$ cat config.mk
export PLATFORM = sky130hd
export DESIGN_NAME = button_debounce_multi_flat
export DESIGN_NICKNAME = d
export VERILOG_FILES = /design/src/rtl/button_debounce_multi_if.sv /design/src/rtl/button_debounce_multi.sv /design/src/flat_wrapper.sv
export SDC_FILE = /design/constraint.sdc
export NUM_CORES = 1
export LEC_CHECK = 0
export CAP_MARGIN = 20
export CORE_MARGIN = 1.5
export CORE_UTILIZATION = 35
export CTS_CLUSTER_DIAMETER = 50
export CTS_CLUSTER_SIZE = 28
export DETAILED_ROUTE_END_ITERATION = 16
export DONT_BUFFER_PORTS = 1
export MAX_ROUTING_LAYER = met4
export PLACE_DENSITY = 0.51
export SYNTH_ARGS = -nofsm -noshare
export SYNTH_HDL_FRONTEND = slang
export SYNTH_SLANG_ARGS = --single-unit
$ cat constraint.sdc
create_clock -name clk -period 1.9 [get_ports clk]
set_input_delay 0.38 -clock clk [delete_from_list [all_inputs] [get_ports clk]]
set_output_delay 0.38 -clock clk [all_outputs]
set_load 0.02 [all_outputs]
$ cat src/rtl/button_debounce_multi_if.sv
// Button bank bus: raw button pins in, debounced level and event pulses out.
interface button_debounce_multi_if #(
  parameter int CHANNELS = 4
);
  logic [CHANNELS-1:0] button;
  logic [CHANNELS-1:0] btn_level;
  logic [CHANNELS-1:0] btn_press;
  logic [CHANNELS-1:0] btn_release;
  logic [CHANNELS-1:0] btn_long;

  modport master (output button, input btn_level, btn_press, btn_release, btn_long);
  modport slave  (input button, output btn_level, btn_press, btn_release, btn_long);
endinterface

$ cat src/rtl/button_debounce_multi.sv
// Multi-channel button debouncer: per-channel sync, restartable stability check, press/release pulses.
// Define BTN_LONG_PRESS_EN to enable the one-shot long-press pulse on btn_long.
module btn_debounce_lane #(
  parameter int DELAY = 1500000
`ifdef BTN_LONG_PRESS_EN
  , parameter int HOLD_CYC = 98500000
`endif
) (
  input  logic clk,
  input  logic rst,
  input  logic button,
  output logic level,
  output logic press,
  output logic rel,
  output logic long_p
);
  typedef enum logic [1:0] {IDLE, PRESS_CHK, HELD, REL_CHK} state_t;

`ifdef BTN_LONG_PRESS_EN
  localparam int CW = $clog2(DELAY + HOLD_CYC + 1);
  localparam logic [CW-1:0] HOLD_MAX  = CW'(HOLD_CYC);
  localparam logic [CW-1:0] HOLD_LAST = CW'(HOLD_CYC - 1);
`else
  localparam int CW = $clog2(DELAY + 1);
`endif
  localparam int RW = $clog2(DELAY + 1);
  localparam logic [CW-1:0] ACC_LAST = CW'(DELAY - 1);
  localparam logic [RW-1:0] REL_LAST = RW'(DELAY - 1);

  logic [1:0]    sync;
  logic          s;
  state_t        state, state_n;
  logic [CW-1:0] cnt, cnt_n;
  logic [RW-1:0] cnt_rel, cnt_rel_n;
  logic          press_n, rel_n, long_n;
  logic          lvl_q;
  logic [2:0]    evt_q;

  assign s = sync[1];

  // Decisions are registered into lvl_q/evt_q and retimed once more onto the
  // outputs, giving a k+2+DELAY edge latency from the first sampled edge.
  always_ff @(posedge clk) begin
    if (rst) begin
      sync    <= '0;
      state   <= IDLE;
      cnt     <= '0;
      cnt_rel <= '0;
      lvl_q   <= 1'b0;
      evt_q   <= '0;
      level   <= 1'b0;
      press   <= 1'b0;
      rel     <= 1'b0;
      long_p  <= 1'b0;
    end else begin
      sync    <= {sync[0], button};
      state   <= state_n;
      cnt     <= cnt_n;
      cnt_rel <= cnt_rel_n;
      lvl_q   <= (state_n == HELD) || (state_n == REL_CHK);
      evt_q   <= {long_n, rel_n, press_n};
      level   <= lvl_q;
      press   <= evt_q[0];
      rel     <= evt_q[1];
      long_p  <= evt_q[2];
    end
  end

  always_comb begin
    state_n   = state;
    cnt_n     = cnt;
    cnt_rel_n = cnt_rel;
    press_n   = 1'b0;
    rel_n     = 1'b0;
    long_n    = 1'b0;
    case (state)
      IDLE: begin
        cnt_n     = '0;
        cnt_rel_n = '0;
        if (s) begin
          state_n = PRESS_CHK;
          cnt_n   = CW'(1);
        end
      end
      PRESS_CHK: begin
        if (!s) begin
          state_n = IDLE;
          cnt_n   = '0;
        end else if (cnt == ACC_LAST) begin
          state_n = HELD;
          cnt_n   = '0;
          press_n = 1'b1;
        end else begin
          cnt_n = cnt + 1'b1;
        end
      end
      HELD: begin
        if (!s) begin
          state_n   = REL_CHK;
          cnt_rel_n = RW'(1);
        end
`ifdef BTN_LONG_PRESS_EN
        // Hold count stops at HOLD_MAX so the long pulse fires once per press.
        else if (cnt < HOLD_MAX) begin
          cnt_n  = cnt + 1'b1;
          long_n = (cnt == HOLD_LAST);
        end
`endif
      end
      REL_CHK: begin
        if (s) begin
          state_n = HELD;
        end else if (cnt_rel == REL_LAST) begin
          state_n = IDLE;
          cnt_n   = '0;
          rel_n   = 1'b1;
        end else begin
          cnt_rel_n = cnt_rel + 1'b1;
        end
      end
      default: state_n = IDLE;
    endcase
  end
endmodule

module button_debounce_multi #(
  parameter int CHANNELS   = 4,
  parameter int DELAY      = 1500000,
  parameter int LONG_DELAY = 100000000
) (
  input logic clk,
  input logic rst,
  button_debounce_multi_if.slave bus
);
  logic [CHANNELS-1:0] level_v, press_v, rel_v, long_v;

  if (DELAY < 2 || LONG_DELAY <= DELAY || CHANNELS < 1 || CHANNELS > 16) begin : g_bad_cfg
    $error("button_debounce_multi: illegal parameter set");
  end

  for (genvar i = 0; i < CHANNELS; i++) begin : g_lane
    btn_debounce_lane #(
      .DELAY(DELAY)
`ifdef BTN_LONG_PRESS_EN
      , .HOLD_CYC(LONG_DELAY - DELAY)
`endif
    ) u_lane (
      .clk   (clk),
      .rst   (rst),
      .button(bus.button[i]),
      .level (level_v[i]),
      .press (press_v[i]),
      .rel   (rel_v[i]),
      .long_p(long_v[i])
    );
  end

  assign bus.btn_level   = level_v;
  assign bus.btn_press   = press_v;
  assign bus.btn_release = rel_v;
  assign bus.btn_long    = long_v;
endmodule

$ cat src/flat_wrapper.sv
// flat-port wrapper written by rule: the top's interface ports become plain ports
module button_debounce_multi_flat 
#(
  parameter int CHANNELS   = 4,
  parameter int DELAY      = 1500000,
  parameter int LONG_DELAY = 100000000
)
  (clk, rst, bus_button, bus_btn_level, bus_btn_press, bus_btn_release, bus_btn_long);
  button_debounce_multi_if #(.CHANNELS(CHANNELS)) bus_i ();
  input logic clk;
  input logic rst;
  input wire logic [$bits(bus_i.button)-1:0] bus_button;
  output wire logic [$bits(bus_i.btn_level)-1:0] bus_btn_level;
  output wire logic [$bits(bus_i.btn_press)-1:0] bus_btn_press;
  output wire logic [$bits(bus_i.btn_release)-1:0] bus_btn_release;
  output wire logic [$bits(bus_i.btn_long)-1:0] bus_btn_long;
  assign bus_i.button = bus_button;
  assign bus_btn_level = bus_i.btn_level;
  assign bus_btn_press = bus_i.btn_press;
  assign bus_btn_release = bus_i.btn_release;
  assign bus_btn_long = bus_i.btn_long;
  button_debounce_multi #(.CHANNELS(CHANNELS), .DELAY(DELAY), .LONG_DELAY(LONG_DELAY)) u_core (.clk(clk), .rst(rst), .bus(bus_i));
endmodule
== After elaboration in Yosys (flattened, before gate mapping) ==
Cells that the tools add are included.

* $add $sub $neg: 8
* Equality and inequality tests: 44
* Muxes and demuxes: 76
* Bitwise operators: 12
* Reductions and logical operators: 32

{| class="wikitable"
|+ Operators with widths
! cell !! number
|-
| two-way mux 21 bit || 28
|-
| case mux 21 bit (3 select lines) || 8
|-
| adder 21 x 1 -> 21 bit, second input constant || 8
|-
| equality test 21 bit, second input constant || 8
|-
| two-way mux 2 bit || 24
|-
| equality test 2 bit, second input constant || 16
|-
| != test 2 bit, second input constant || 16
|-
| case mux 2 bit (4 select lines) || 4
|-
| nonzero test 3 bit || 8
|-
| OR reduction 3 bit || 8
|-
| AND reduction 4 bit || 4
|-
| two-way mux 1 bit || 12
|-
| inverter 1 bit || 12
|-
| AND reduction 3 bit || 4
|-
| equality test 2 x 1 -> 1 bit, second input constant || 4
|-
| logical NOT 2 bit || 4
|-
| logical OR 1 bit || 4
|}

* Register bits after elaboration: 216
* Input port bits: 6
* Word-level logic and storage cells: 220

== Longest topological paths before layout ==
Gate-level depths: netlist (run 1).

* Depth after elaboration: 6
* Mapped depth: 8
* Depth with buffers taken out: 6

== Cells and area by module ==
A second synthesis (run 1) with hierarchy kept.

* Cells, all modules: 1242
* Area total of the unflattened synthesis: 10543.9 sq um

{| class="wikitable"
|+ Modules (own cells, without submodules)
! module !! instances !! cells each !! area each (sq um) !! sequential area each (sq um)
|-
| btn_debounce_lane at u_core.g_lane[0].u_lane ... || 3 || 312 || 2662.6 || 1021.0
|-
| btn_debounce_lane at u_core.g_lane[3].u_lane || 1 || 306 || 2556.2 || 1041.0
|}

== Least setup slack after synthesis (run 1) ==
Ideal clock, no wire load.

* Kind: register to register
* Start: register u_core.g_lane[1].u_lane.cnt_rel[0]
* End: register u_core.g_lane[1].u_lane.cnt_rel[20]
* Library setup time: 0.070 ns
* Data arrival time: 1.909 ns
* Data required time: 1.830 ns
* Slack: -0.080 ns
* Stages on the path, launching flop included: 8
* Buffers on the path: 1
* Clock period less this slack: 1.980 ns
* Cells stage by stage: dfxtp_1 -> ha_1 -> and4b_1 -> and4b_1 -> buf_2 -> a31o_2 -> or4_1 -> a21oi_1

* Longest elaborated chain between the ends: 4
* Elaborated cells between the ends (all ways): 7

{| class="wikitable"
|+ RTL lines
! item !! RTL line !! source
|-
| start, declared || button_debounce_multi.sv:34 || <nowiki>logic [RW-1:0] cnt_rel, cnt_rel_n;</nowiki>
|-
| start signal, assigned || button_debounce_multi.sv:59 || <nowiki>cnt_rel <= cnt_rel_n;</nowiki>
|-
| adder 21 x 1 -> 21 bit || button_debounce_multi.sv:118 || <nowiki>cnt_rel_n = cnt_rel + 1'b1;</nowiki>
|-
| two-way mux 21 bit || button_debounce_multi.sv:113 || <nowiki>end else if (cnt_rel == REL_LAST) begin</nowiki>
|-
| two-way mux 21 bit || button_debounce_multi.sv:111 || <nowiki>if (s) begin</nowiki>
|-
| case mux 21 bit (3 select lines) || button_debounce_multi.sv:76 || <nowiki>case (state)</nowiki>
|}

Several ways; a longest one is shown, not always the timed one. The select of a mux whose other input is x is not followed.
A chain may end at the register's enable or synchronous reset.

== Worst setup path in the final report (run 1) ==
* Start: register u_core.g_lane[1].u_lane.cnt_rel[0]
* End: register u_core.g_lane[1].u_lane.cnt_rel[5]

Same word-level chain as after synthesis.

==> flow_metrics.py, run 1 <==
metrics = {
    "run_status": {
        "status": "finished with violations",
        "violations": "setup timing",
    },
    "pwr": {
        "fin_total_pwr_uw": 10300,
        "power_frac_seq": 0.427,
        "ir_drop_mv": 0.735,
        "p_int_uw": 8020,
        "p_clk_frac": 0.559,
        "p_comb_frac": 0.014,
        "sw_frac_of_total": 0.220,
        "switching_power_uw": 2270,
        "p_leak_uw": 0.00486,
        "cellPowerDensity_mw_per_mm2": 733,
    },
    "synthesis": {
        "synth-seq-cells": 208,
        "netlist_area_mm2": 0.0105,
        "ys_seq_area_frac": 0.397,
        "ys_types": 81,
        "synthCells": 1260,
        "postSynthAreaPerCell_um2": 8.32,
        "ys_warn_count": 0,
        "synth_flop_cell": "dfxtp_1",
        "async_reset_ff_frac": 0,
        "synth_edf_count": 0,
    },
    "floorplanning": {
        "dieArea_mm2": 0.0310,
        "core_mm2": 0.0296,
        "start_util": 0.354,
        "rows": 63,
        "die-width_um": 176,
        "die_h_um": 176,
        "pin_count": 22,
    },
    "clocking": {
        "worstSkewPairLatency_ns": 0.54,
        "numCtsBuffers": 30,
        "cts_htree_levels": 1,
        "tritoncts": "built",
        "root_buffer": "clkbuf_16",
        "cts.path.max_buffers": 3,
        "clock_sinks": 208,
        "path_clk_slew_ns": 0.06,
    },
    "setup_path": {
        "r2r_cells": 7,
        "crit_arrival_ns": 2.40,
        "worst_setup_path_end_kind": "flop",
        "start_kind": "flop",
        "critPathMaxFanout": 8,
        "worst_ep_required_time_ns": 2.38,
        "crit_type": "reg -> reg",
        "rrSetupSlack_ns": -0.02,
        "r2r-end": "u_core.g_lane[1].u_lane.cnt_rel[5]",
        "r2r_start": "u_core.g_lane[1].u_lane.cnt_rel[0]",
    },
    "detailed_routing": {
        "routedWlPerCell_um": 14.4,
        "drt_pass1_iterations": 5,
        "drt_iter0_drc": 594,
        "vias_per_cell": 5.31,
        "drc_errors": 0,
        "via_count": 9877,
        "drt_wl_total_um": 26800,
        "ant_nets": 0,
    },
    "placement": {
        "post-place-ws_ns": -0.145,
        "io_buffers": 0,
        "dp_hpwl_um": 17800,
        "placed_cells": 1777,
        "gp_congestion": 0.804,
    },
    "sta": {
        "slew_violations": 0,
        "skew_ns": 0.00962,
        "setup_tns_ns": -0.0625,
        "fin_crit_sh": 1.01,
        "rsz0062_at_grt": "true",
        "setup_violations": 6,
        "fin_hold_ws_ns": 0.0352,
        "setup_slack_ns": -0.0244,
        "fmax_mhz": 520,
        "hold_viol_final": 0,
        "min_period_ns": 1.92,
    },
    "hold_path": {
        "min_path_cells": 2,
        "min_from": "rst",
        "hold_end": "u_core.g_lane[0].u_lane.cnt_rel[3]",
        "hp-class": "in -> reg",
    },
    "global_routing": {
        "grt_remaining_overflow": 0,
        "grt_pass1_vias": 9273,
        "grt_start_max_net_pins": 47,
        "antenna_found_initial": 0,
        "grtUsageTotal": 0.173,
        "grt_pass1_wl_um": 44400,
    },
    "layout": {
        "synthToLayoutAreaGrowth_pct": 33.9,
        "fill_cells": 2892,
        "multiInputGateArea_mm2": 0.00638,
        "final_common_cell": "buf_4",
        "layout_common_cells": "buf_4, dfxtp_1, nand2_1",
        "seqCellArea_mm2": 0.00418,
        "diodes": 0,
        "drive_gt1_frac": 0.284,
        "nNetsFinal": 1461,
        "stdcell_count": 1860,
    },
    "job": {
        "cap_violations": 0,
    },
}
[per-layer routing]
metal  vias up  part of all wire  track usage
met3        35             0.028       0.0258
met4         0             0.017       0.0381
met5         -                 0            -
met2       117              0.46        0.280
met1      4663              0.49        0.227
li1       5062                 -            -
[critical path: stages (launching register included)]
cell	delay [ns]
dfxtp_2	0.33
ha_4	0.16
and4b_1	0.17
and4b_2	0.27
a31o_4	0.30
buf_2	0.18
or3_1	0.32
a21oi_1	0.13
[synth_stat cells, types with 6 or more instances]
library cell | number | area (um^2)
or3b_2 | 6 | 52.6
nand2_1 | 105 | 394
xor2_1 | 14 | 123
or3_1 | 36 | 225
nor2_1 | 89 | 334
o211ai_1 | 6 | 45.0
or4_1 | 16 | 120
xnor2_1 | 24 | 210
a211oi_1 | 6 | 45.0
clkbuf_1 | 28 | 105
nand4_1 | 41 | 257
mux2i_1 | 15 | 150
a21oi_1 | 108 | 541
nand2b_1 | 25 | 156
buf_2 | 16 | 80.1
o31ai_1 | 10 | 75.1
and3_1 | 23 | 144
or2_2 | 8 | 50.1
and4_1 | 15 | 131
nor2b_1 | 26 | 163
buf_4 | 17 | 128
a41oi_1 | 8 | 70.1
dfxtp_1 | 208 | 4160
a22o_1 | 8 | 70.1
and2_1 | 13 | 81.3
o21ai_0 | 61 | 305
nand3_1 | 91 | 455
nor4_1 | 17 | 106
a31o_2 | 9 | 78.8
a21o_1 | 7 | 52.6
ha_1 | 8 | 100
a31oi_1 | 51 | 319
inv_1 | 25 | 93.8
nor3_1 | 29 | 145
[power groups by stage]
stage	Sequential (uW)	Clock (uW)	Combinational, uW
global route	4390	6130	163
CTS	4390	5920	141
floorplan	4480	0	101
detailed placement	4480	0	104
global placement	4480	0	104
finish	4390	5750	149
[how the worst max path moves through the flow]
stage,startpoint,to,cells past startpoint
5_1_grt,u_core.g_lane[2].u_lane.cnt_rel[7],u_core.g_lane[2].u_lane.cnt[14],7
3_5_place_dp,u_core.g_lane[2].u_lane.cnt[0],u_core.g_lane[2].u_lane.cnt[17],7
2_1_floorplan,u_core.g_lane[2].u_lane.cnt_rel[0],u_core.g_lane[2].u_lane.cnt[14],7
6_report,u_core.g_lane[1].u_lane.cnt_rel[0],u_core.g_lane[1].u_lane.cnt_rel[5],7
4_1_cts,u_core.g_lane[2].u_lane.cnt_rel[7],u_core.g_lane[2].u_lane.cnt[14],6
3_3_place_gp,u_core.g_lane[2].u_lane.cnt[0],u_core.g_lane[2].u_lane.cnt[17],7
[sequential cells by signal, summed over array words and instances, names as in the netlist]
register,count
u_core.g_lane.u_lane.state,8
u_core.g_lane.u_lane.lvl_q,4
u_core.g_lane.u_lane.sync,8
u_core.g_lane.u_lane.evt_q,8
u_core.g_lane.u_lane.press,4
u_core.g_lane.u_lane.rel,4
u_core.g_lane.u_lane.cnt_rel,84
u_core.g_lane.u_lane.level,4
u_core.g_lane.u_lane.cnt,84
[timing repair]
action                     4_1_cts  5_1_grt
setup endpoints to repair       37      142
buffers inserted                 4       13
gates resized for setup         18      120
cloned                           2        4
hold buffers                     5        0
pin swaps                        7       46
hold endpoints to repair        46        0
[per-stage QoR]
step	utilization	instance area (um^2)
after floorplan	-	10500
after global placement	0.409	12100
after detailed placement	0.409	12100
after CTS	0.453	13400
after global routing	0.475	14000
final	0.475	14000
[cell families (layout without fill, tap and decap cells)]
logic type | count (synthesis) | count (layout) | synth area share
AOI/OAI and AO/OA | 310 | 313 | 0.183
adders and majority gates | 8 | 8 | 0.00955
and+or+nand+nor | 581 | 581 | 0.312
buffers and inverters | 97 | 301 | 0.0491
muxes | 17 | 17 | 0.0165
xor gates and xnor gates | 38 | 38 | 0.0318
other | 1 | 4 | 0.000358
DFF | 208 | 208 | 0.397
[cell type report]
cell class                      count  share of cell area
Timing Repair Buffer              221               0.130
Sequential cell                   208               0.298
Clock buffer                       36              0.0595
Multi-Input combinational cell    961               0.455
Inverter                           25             0.00669
Clock inverter                     19              0.0161
Tap cell                          390              0.0348
Power figures use the tool's default switching activity.
==> run 2, diff against run 1 <==
Settings changed: MAX_ROUTING_LAYER met4 to unset.
==> run 2 against run 1 <==
  * The run still ends with setup timing left
  * Design area did not move
  * Wire length barely moved
  * Non-clock buffer count unchanged
  * Combinational power about the same
  * Via count about the same
  * Die area unchanged
  * Hold slack gained 0.00099 ns
  * Largest cell class unchanged
==> flow_metrics.py, run 2 (same netlist as run 1, synthesis figures left out) <==
metrics = {
    "sta": {
        "setup_slack_ns": -0.0219,
        "fin_crit_sh": 1.01,
        "fmax_mhz": 520,
        "rsz0062_at_grt": "true",
        "fin_hold_ws_ns": 0.0362,
        "setup_violations": 7,
        "min_period_ns": 1.92,
        "slew_violations": 0,
        "skew_ns": 0.00941,
        "hold_viol_final": 0,
    },
    "placement": {
        "dp_hpwl_um": 17800,
        "placed_cells": 1777,
        "gp_congestion": 0.792,
        "dpl-instance-area_mm2": 0.0121,
        "post-place-ws_ns": -0.145,
        "io_buffers": 0,
    },
    "floorplanning": {
        "pin_count": 22,
        "dieArea_mm2": 0.0310,
        "die-width_um": 176,
        "rows": 63,
        "core_mm2": 0.0296,
        "start_util": 0.354,
        "die_h_um": 176,
    },
    "detailed_routing": {
        "drt_pass1_iterations": 5,
        "drt_wl_total_um": 26800,
        "drt_iter0_drc": 567,
        "via_count": 9868,
        "ant_nets": 0,
        "vias_per_cell": 5.31,
        "drc_errors": 0,
        "routedWlPerCell_um": 14.4,
    },
    "clocking": {
        "path_clk_slew_ns": 0.06,
        "worstSkewPairLatency_ns": 0.54,
        "numCtsBuffers": 30,
        "cts.path.max_buffers": 3,
        "cts_htree_levels": 1,
        "clock_sinks": 208,
        "root_buffer": "clkbuf_16",
        "tritoncts": "built",
    },
    "run_status": {
        "violations": "setup timing",
        "status": "finished with violations",
    },
    "layout": {
        "reg_top3": "u_core.g_lane.u_lane.cnt (84), u_core.g_lane.u_lane.cnt_rel (84)",
        "seqCellArea_mm2": 0.00418,
        "drive_gt1_frac": 0.284,
        "multiInputGateArea_mm2": 0.00638,
        "stdcell_count": 1860,
        "diodes": 0,
        "final_common_cell": "buf_4",
        "synthToLayoutAreaGrowth_pct": 33.9,
        "final_area_mm2": 0.0140,
        "nNetsFinal": 1461,
        "fill_cells": 2892,
        "layout_common_cells": "buf_4, dfxtp_1, nand2_1",
    },
    "pwr": {
        "ir_drop_mv": 0.735,
        "p_leak_uw": 0.00486,
        "cellPowerDensity_mw_per_mm2": 733,
        "fin_total_pwr_uw": 10300,
    },
    "setup_path": {
        "start_kind": "flop",
        "critPathMaxFanout": 4,
        "cpMaxStageDelayCell": "or4_4",
        "critPathMaxStageDelay_ns": 0.55,
        "worst_setup_path_end_kind": "flop",
        "crit_type": "reg -> reg",
        "crit_arrival_ns": 2.35,
        "worst_ep_required_time_ns": 2.33,
        "crit_chain": "or4_4, nor4_4, buf_4, a311oi_4, buf_4, a21o_1, a21o_1",
    },
    "hold_path": {
        "hp-class": "in -> reg",
    },
    "global_routing": {
        "antenna_found_initial": 0,
        "grtUsageTotal": 0.168,
        "grt_pass1_vias": 9265,
        "grt_start_max_net_pins": 47,
        "grt_pass1_wl_um": 44400,
        "grt_remaining_overflow": 0,
    },
    "job": {
        "cap_violations": 0,
    },
}
==> run 2: cell counts in the layout (fill, tap and decap cells not counted) <==
Identical to the previous run, type by type.
==> run 2: power breakdown <==
group	switching (uW)	leakage (uW)	total (uW)	internal, uW
Combinational	84.8	0.00267	148	63.6
Clock	2170	0.000510	5740	3580
Sequential	11.5	0.00168	4390	4380
==> run 2: worst paths after layout <==
check | from | slack (ns) | endpoint | depth (start not counted)
worst min-delay path | rst | 0.04 | u_core.g_lane[0].u_lane.cnt[0] | 2
worst min register to register | u_core.g_lane[2].u_lane.sync[0] | 0.43 | u_core.g_lane[2].u_lane.sync[1] | 1
worst max-delay path | u_core.g_lane[2].u_lane.cnt_rel[7] | -0.02 | u_core.g_lane[2].u_lane.cnt[14] | 7
worst max register to register | u_core.g_lane[2].u_lane.cnt_rel[7] | -0.02 | u_core.g_lane[2].u_lane.cnt[14] | 7
==> run 2: through the flow <==
stage / setup TNS, ns / utilization
after floorplan: 0 / -
after global placement: -1.02 / 0.409
after detailed placement: -1.98 / 0.409
after CTS: -0.170 / 0.453
after global routing: -1.50 / 0.475
final: -0.0698 / 0.475
==> run 2: routing by layer <==
metal  vias up  global-route usage  routed length (um)
li1       5061                   -                   -
met1      4655               0.227               13200
met2       114               0.280               12400
met3        38              0.0261                 733
met4         0              0.0381                 460
met5         -                   0                   0
==> run 2: critical path: cells and delay by family (launching register included) <==
family | cells | cell delay, ns
flops | 1 | 0.32
simple gates | 2 | 0.69
buf+inv | 2 | 0.38
compound gates | 3 | 0.43
==> run 2: final cells by class <==
cell class                      instances  share of cell area
Clock buffer                           36              0.0595
Clock inverter                         19              0.0161
Inverter                               25             0.00669
Multi-Input combinational cell        961               0.455
Sequential cell                       208               0.298
Tap cell                              390              0.0348
Timing Repair Buffer                  221               0.130
==> run 2: repair_timing <==
item,in CTS,in global routing
buffers inserted,4,13
pin swaps,7,46
hold buffers,5,0
resized for setup,18,120
endpoints found under the setup margin,37,142
cloned,2,4
endpoints found under the hold margin,46,0
==> run 3, diff against run 2 <==
Settings changed: CELL_PAD_IN_SITES_DETAIL_PLACEMENT set to 1, CELL_PAD_IN_SITES_GLOBAL_PLACEMENT set to 1, PLACE_DENSITY 0.51 to 0.63.
==> run 3 against run 2 <==
  * The flow still finishes with violations (setup timing)
  * Total power is 7.9% higher
  * Register-to-register slack worse by 0.04 ns
  * First-iteration DRC count is 29% lower
  * Wire length is 18% higher
  * Non-clock buffer count is 6 lower
  * Via count is 4.2% higher
  * Maximum frequency is 2.1% lower
  * Clock power is 14% higher
  * Critical path depth is 1 lower
  * Clock skew is 0.012 ns higher
  * Hold slack better by 0.037 ns
  * Combinational power is 7% higher
  * Highest routed layer unchanged
==> flow_metrics.py, run 3 (same netlist as run 1, synthesis figures left out) <==
metrics = {
    "detailed_routing": {
        "drt_pass1_iterations": 5,
        "routedWlPerCell_um": 17.0,
        "via_count": 10300,
        "drc_errors": 0,
        "ant_nets": 0,
        "drt_iter0_drc": 402,
        "drt_wl_total_um": 31500,
        "vias_per_cell": 5.53,
    },
    "clocking": {
        "cts_htree_levels": 2,
        "numCtsBuffers": 35,
        "root_buffer": "clkbuf_16",
        "cts.path.max_buffers": 3,
        "path_clk_slew_ns": 0.06,
        "worstSkewPairLatency_ns": 0.51,
        "tritoncts": "built",
        "clock_sinks": 208,
    },
    "setup_path": {
        "cp_top_family": "simple AND/OR/NAND/NOR gates",
        "crit_buf_inv": 1,
        "worst_ep_required_time_ns": 2.30,
        "worst_setup_path_end_kind": "flop",
        "r2r-end": "u_core.g_lane[2].u_lane.cnt[5]",
        "startpoint": "u_core.g_lane[2].u_lane.cnt_rel[11]",
        "crit_arrival_ns": 2.36,
        "crit_type": "reg -> reg",
        "crit_end": "u_core.g_lane[2].u_lane.cnt[5]",
        "cpMaxStageDelayCell": "or4_4",
        "r2r_cells": 6,
        "critPathMaxStageDelay_ns": 0.54,
        "r2r_start": "u_core.g_lane[2].u_lane.cnt_rel[11]",
        "rrSetupSlack_ns": -0.06,
        "crit_chain": "or4_4, nor4_4, buf_6, a311oi_4, a21o_2, a22o_1",
        "path_depth": 6,
        "start_kind": "flop",
        "critPathMaxFanout": 5,
    },
    "pwr": {
        "fin_total_pwr_uw": 11100,
        "ir_drop_mv": 0.613,
        "cellPowerDensity_mw_per_mm2": 780,
        "p_leak_uw": 0.00490,
    },
    "floorplanning": {
        "start_util": 0.354,
        "dieArea_mm2": 0.0310,
        "pin_count": 22,
        "die_h_um": 176,
        "rows": 63,
        "core_mm2": 0.0296,
        "die-width_um": 176,
    },
    "sta": {
        "fin_hold_ws_ns": 0.0730,
        "tightest_slew_ns": 0.559,
        "slew_headroom": 0.624,
        "setup_slack_ns": -0.0630,
        "slew_violations": 0,
        "min_period_ns": 1.96,
        "fmax_mhz": 509,
        "hold_viol_final": 0,
        "skew_ns": 0.0213,
        "fin_crit_sh": 1.03,
        "rsz0062_at_grt": "true",
        "setup_violations": 15,
    },
    "hold_path": {
        "hp-class": "in -> reg",
        "min_from": "rst",
    },
    "layout": {
        "synthToLayoutAreaGrowth_pct": 35.6,
        "fill_cells": 3439,
        "nNetsFinal": 1460,
        "drive_gt1_frac": 0.290,
        "diodes": 0,
        "reg_top3": "u_core.g_lane.u_lane.cnt (84), u_core.g_lane.u_lane.cnt_rel (84)",
        "multiInputGateArea_mm2": 0.00647,
        "layout_common_cells": "buf_4, dfxtp_1, nand2_1",
        "final_common_cell": "buf_4",
        "seqCellArea_mm2": 0.00419,
    },
    "job": {
        "cap_violations": 0,
    },
    "placement": {
        "dp_hpwl_um": 20700,
        "gp_congestion": 0.809,
        "io_buffers": 0,
    },
    "global_routing": {
        "grt_pass1_vias": 10400,
        "grtUsageTotal": 0.199,
        "grt_start_max_net_pins": 47,
        "grt_pass1_wl_um": 51700,
        "grt_remaining_overflow": 0,
        "antenna_found_initial": 0,
    },
    "run_status": {
        "violations": "setup timing",
        "status": "finished with violations",
    },
}
-- run 3: cell count changes in the layout (fill, tap and decap cells not counted), moves of 4 or more --
| cell | change |
|---|---|
| buf_4 | -7 |
| clkbuf_16 | +5 |
| a31oi_4 | +4 |
| dfxtp_1 | -10 |
| dfxtp_2 | +10 |
| o21ai_0 | +5 |
-- run 3: layout make-up --
cell class                 count  share of cell area
clock buffer                  44              0.0698
tap                          390              0.0343
inverter                      25             0.00661
multi-input combinational    961               0.455
clock inverter                16              0.0152
sequential                   208               0.295
timing repair buffer         215               0.124
-- run 3: worst min-delay path by stage --
stage               cells past startpoint                                 end  slack (ns)
global route                            2  u_core.g_lane[0].u_lane.cnt_rel[3]        0.05
finish                                  2  u_core.g_lane[0].u_lane.cnt_rel[3]        0.07
global placement                        1     u_core.g_lane[3].u_lane.sync[1]        0.42
floorplan                               1       u_core.g_lane[0].u_lane.level        0.41
CTS                                     2  u_core.g_lane[0].u_lane.cnt_rel[3]        0.05
detailed placement                      1       u_core.g_lane[0].u_lane.press        0.42
-- run 3: metal layers --
| metal | routed length (um) | share of wire | track usage | vias to the layer above |
|---|---|---|---|---|
| met2 | 15500 | 0.49 | 0.346 | 101 |
| met5 | 0 | 0 | 0 | - |
| li1 | - | - | - | 5066 |
| met3 | 852 | 0.027 | 0.0286 | 46 |
| met1 | 14600 | 0.46 | 0.253 | 5068 |
| met4 | 606 | 0.019 | 0.0605 | 0 |
-- run 3: timing repair --
action | in CTS | in global routing
hold buffers | 5 | 0
resized for setup | 35 | 124
hold endpoints to repair | 46 | 0
cloned | 2 | 3
setup endpoints to repair | 52 | 127
pin swaps | 9 | 44
buffers inserted | 8 | 16
-- run 3: worst register-to-register path, stage by stage (launching register included) --
cell	delay, ns
dfxtp_2	0.32
or4_4	0.54
nor4_4	0.27
buf_6	0.19
a311oi_4	0.14
a21o_2	0.23
a22o_1	0.17
-- run 3: where the power goes --
part           internal (uW)  switching (uW)  leakage [uW]
Combinational           67.6            90.3       0.00263
Clock                   4260            2280      0.000585
Sequential              4380            12.6       0.00169
Total                   8710            2380       0.00490
-- run 3: through the flow --
stage                     utilization  setup TNS, ns  worst slack, ns  instance area, um^2  instances
after floorplan                     -              0         0.000147                10500       1263
after global placement          0.406         -0.673           -0.104                12000       1766
after detailed placement        0.406          -2.40           -0.148                12000       1766
after CTS                       0.459         -0.122          -0.0314                13600       1841
after global routing            0.481          -2.29           -0.126                14200       1859
final                           0.481         -0.387          -0.0630                14200       1859
==> patch: new RTL, settings of run 2 <==
The option `BTN_LONG_PRESS_EN` is turned on by a define.
--- a/src/rtl/button_debounce_multi.sv
+++ b/src/rtl/button_debounce_multi.sv
@@ -1,5 +1,7 @@
 // Multi-channel button debouncer: per-channel sync, restartable stability check, press/release pulses.
 // Define BTN_LONG_PRESS_EN to enable the one-shot long-press pulse on btn_long.
+`define BTN_LONG_PRESS_EN
+
 module btn_debounce_lane #(
   parameter int DELAY = 1500000
 `ifdef BTN_LONG_PRESS_EN
Function: no difference found for any inputs over 10 cycles, from zero or initial values and one cycle with rst high; that may be too few to reach the edited logic, so the function may still have changed.
==> patch against run 2 <==
  * The run ends with negative hold slack, negative setup slack left
  * Non-clock buffer count up 213
  * Worst setup slack worse by 0.52 ns
  * Power grew 17%
  * Global-route usage increased by 3.0 points
  * Count of clock-buffer cells in the layout up 8
  * Combinational power is 10% higher
  * Clock skew is 0.015 ns higher
  * Final area rose by 35%
  * Sequential cell count rose by 32
  * Wire length grew 36%
  * Synthesized area grew 17%
  * Largest cell class unchanged
  * Largest power group unchanged
  * Highest routed layer unchanged
==> patch: results <==
group,metric,value,unit
outcome,status,"complete, but fails checks",
outcome,violations,"negative hold slack, negative setup slack",
route,first_pass_iters,7,
power,p_per_area,636,mW/mm^2
final_layout,clockNetworkAreaShare,6.54,%
place,pre_cts_slack,-0.522,ns
clock_tree,cts_hold_buffers,24,
clock_tree,ctsResizeCount,147,
clock_tree,post_cts_buffers,33,
power,vdd_drop_max,0.000566,V
synth,ys_types,71,
place,gp_congestion,0.861,
clock_tree,cts_buffers,36,
sta,finalSetupViolations,171,
sta,finalWorstSetupSlack,-0.537,ns
clock_tree,insertion_delay,0.52,ns
min_path,holdPathStages,1,
min_path,min_to,"u_core.g_lane[0].u_lane.cnt[21]",
final_layout,top_regs,"u_core.g_lane.u_lane.cnt: 108 flops, u_core.g_lane.u_lane.cnt_rel: 84 flops, u_core.g_lane.u_lane.evt_q: 12 flops",
synth,syn_avg_cell_area,8.00,sq um
sta,tns,-33.23,ns
place,numPlacedInstances,2240,
final_layout,clock_buffers,44,
sta,finClkSkew,0.0241,ns
final_layout,multi_input_area,0.00831,sq mm
final_layout,nNetsFinal,1916,
route,met1_length,17.3,mm
sta,finalHoldViolCount,9,
place,place_area,0.0155,sq mm
synth,synth_compound_area_share,18.2,%
final_layout,drive_gt1_share,40.1,%
critical_path,arrival,2.89,ns
synth,synthAdderAreaFrac,0.819,%
final_layout,fillers,3108,
power,p_sw_share,22.6,%
power,powerClk,6800,uW
route,vias,12800,
final_layout,flops_and_latches,240,
power,leakagePower,0.00689,uW
place,dp_hpwl,23.4,mm
synth,synthTopCellsByArea,"dfxtp_1, a21oi_1, nor2_1",
grt,use_met2,32.9,%
route,met2WireLength,17.3,mm
route,wl_met3,1.31,mm
sta,whs,-0.0926,ns
synth,synthXorXnorAreaFrac,3.08,%
grt,grt_usage,19.8,%
route,routedWlPerCell,15.3,um
critical_path,path_max_fanout,12,
final_layout,multi_input_cells,1164,
final_layout,seq_area_share,25.8,%
synth,synth_mux_area_share,0.676,%
grt,use_met1,26.7,%
final_layout,fin_cells,2384,
grt,grt_max_degree,135,
route,first_iter_violations,712,
grt,first_global_vias,12400,
final_layout,inverters_excl_clock,26,
synth,synthCells,1527,
final_layout,buffer_area_share,20.1,%
-- patch: worst max path at each step --
stage	from	end	slack, ns
after floorplan	u_core.g_lane[3].u_lane.cnt_rel[10]	u_core.g_lane[3].u_lane.cnt[15]	-0.39
after global placement	u_core.g_lane[3].u_lane.cnt_rel[16]	u_core.g_lane[3].u_lane.cnt[10]	-0.49
after detailed placement	u_core.g_lane[3].u_lane.cnt_rel[16]	u_core.g_lane[3].u_lane.cnt[10]	-0.52
after CTS	u_core.g_lane[3].u_lane.cnt_rel[16]	u_core.g_lane[3].u_lane.cnt[7]	-0.55
after global routing	u_core.g_lane[3].u_lane.cnt_rel[10]	u_core.g_lane[3].u_lane.cnt[1]	-0.61
final	u_core.g_lane[3].u_lane.cnt_rel[16]	u_core.g_lane[3].u_lane.cnt[7]	-0.54
-- patch: worst max-delay path: cells and delay by family, from the launching register on --
family                 cells  cell delay, ns
AND/OR/NAND/NOR            3            1.18
AO/OA/AOI/OAI              3            0.71
flip-flops                 1            0.31
buffers and inverters      1            0.17
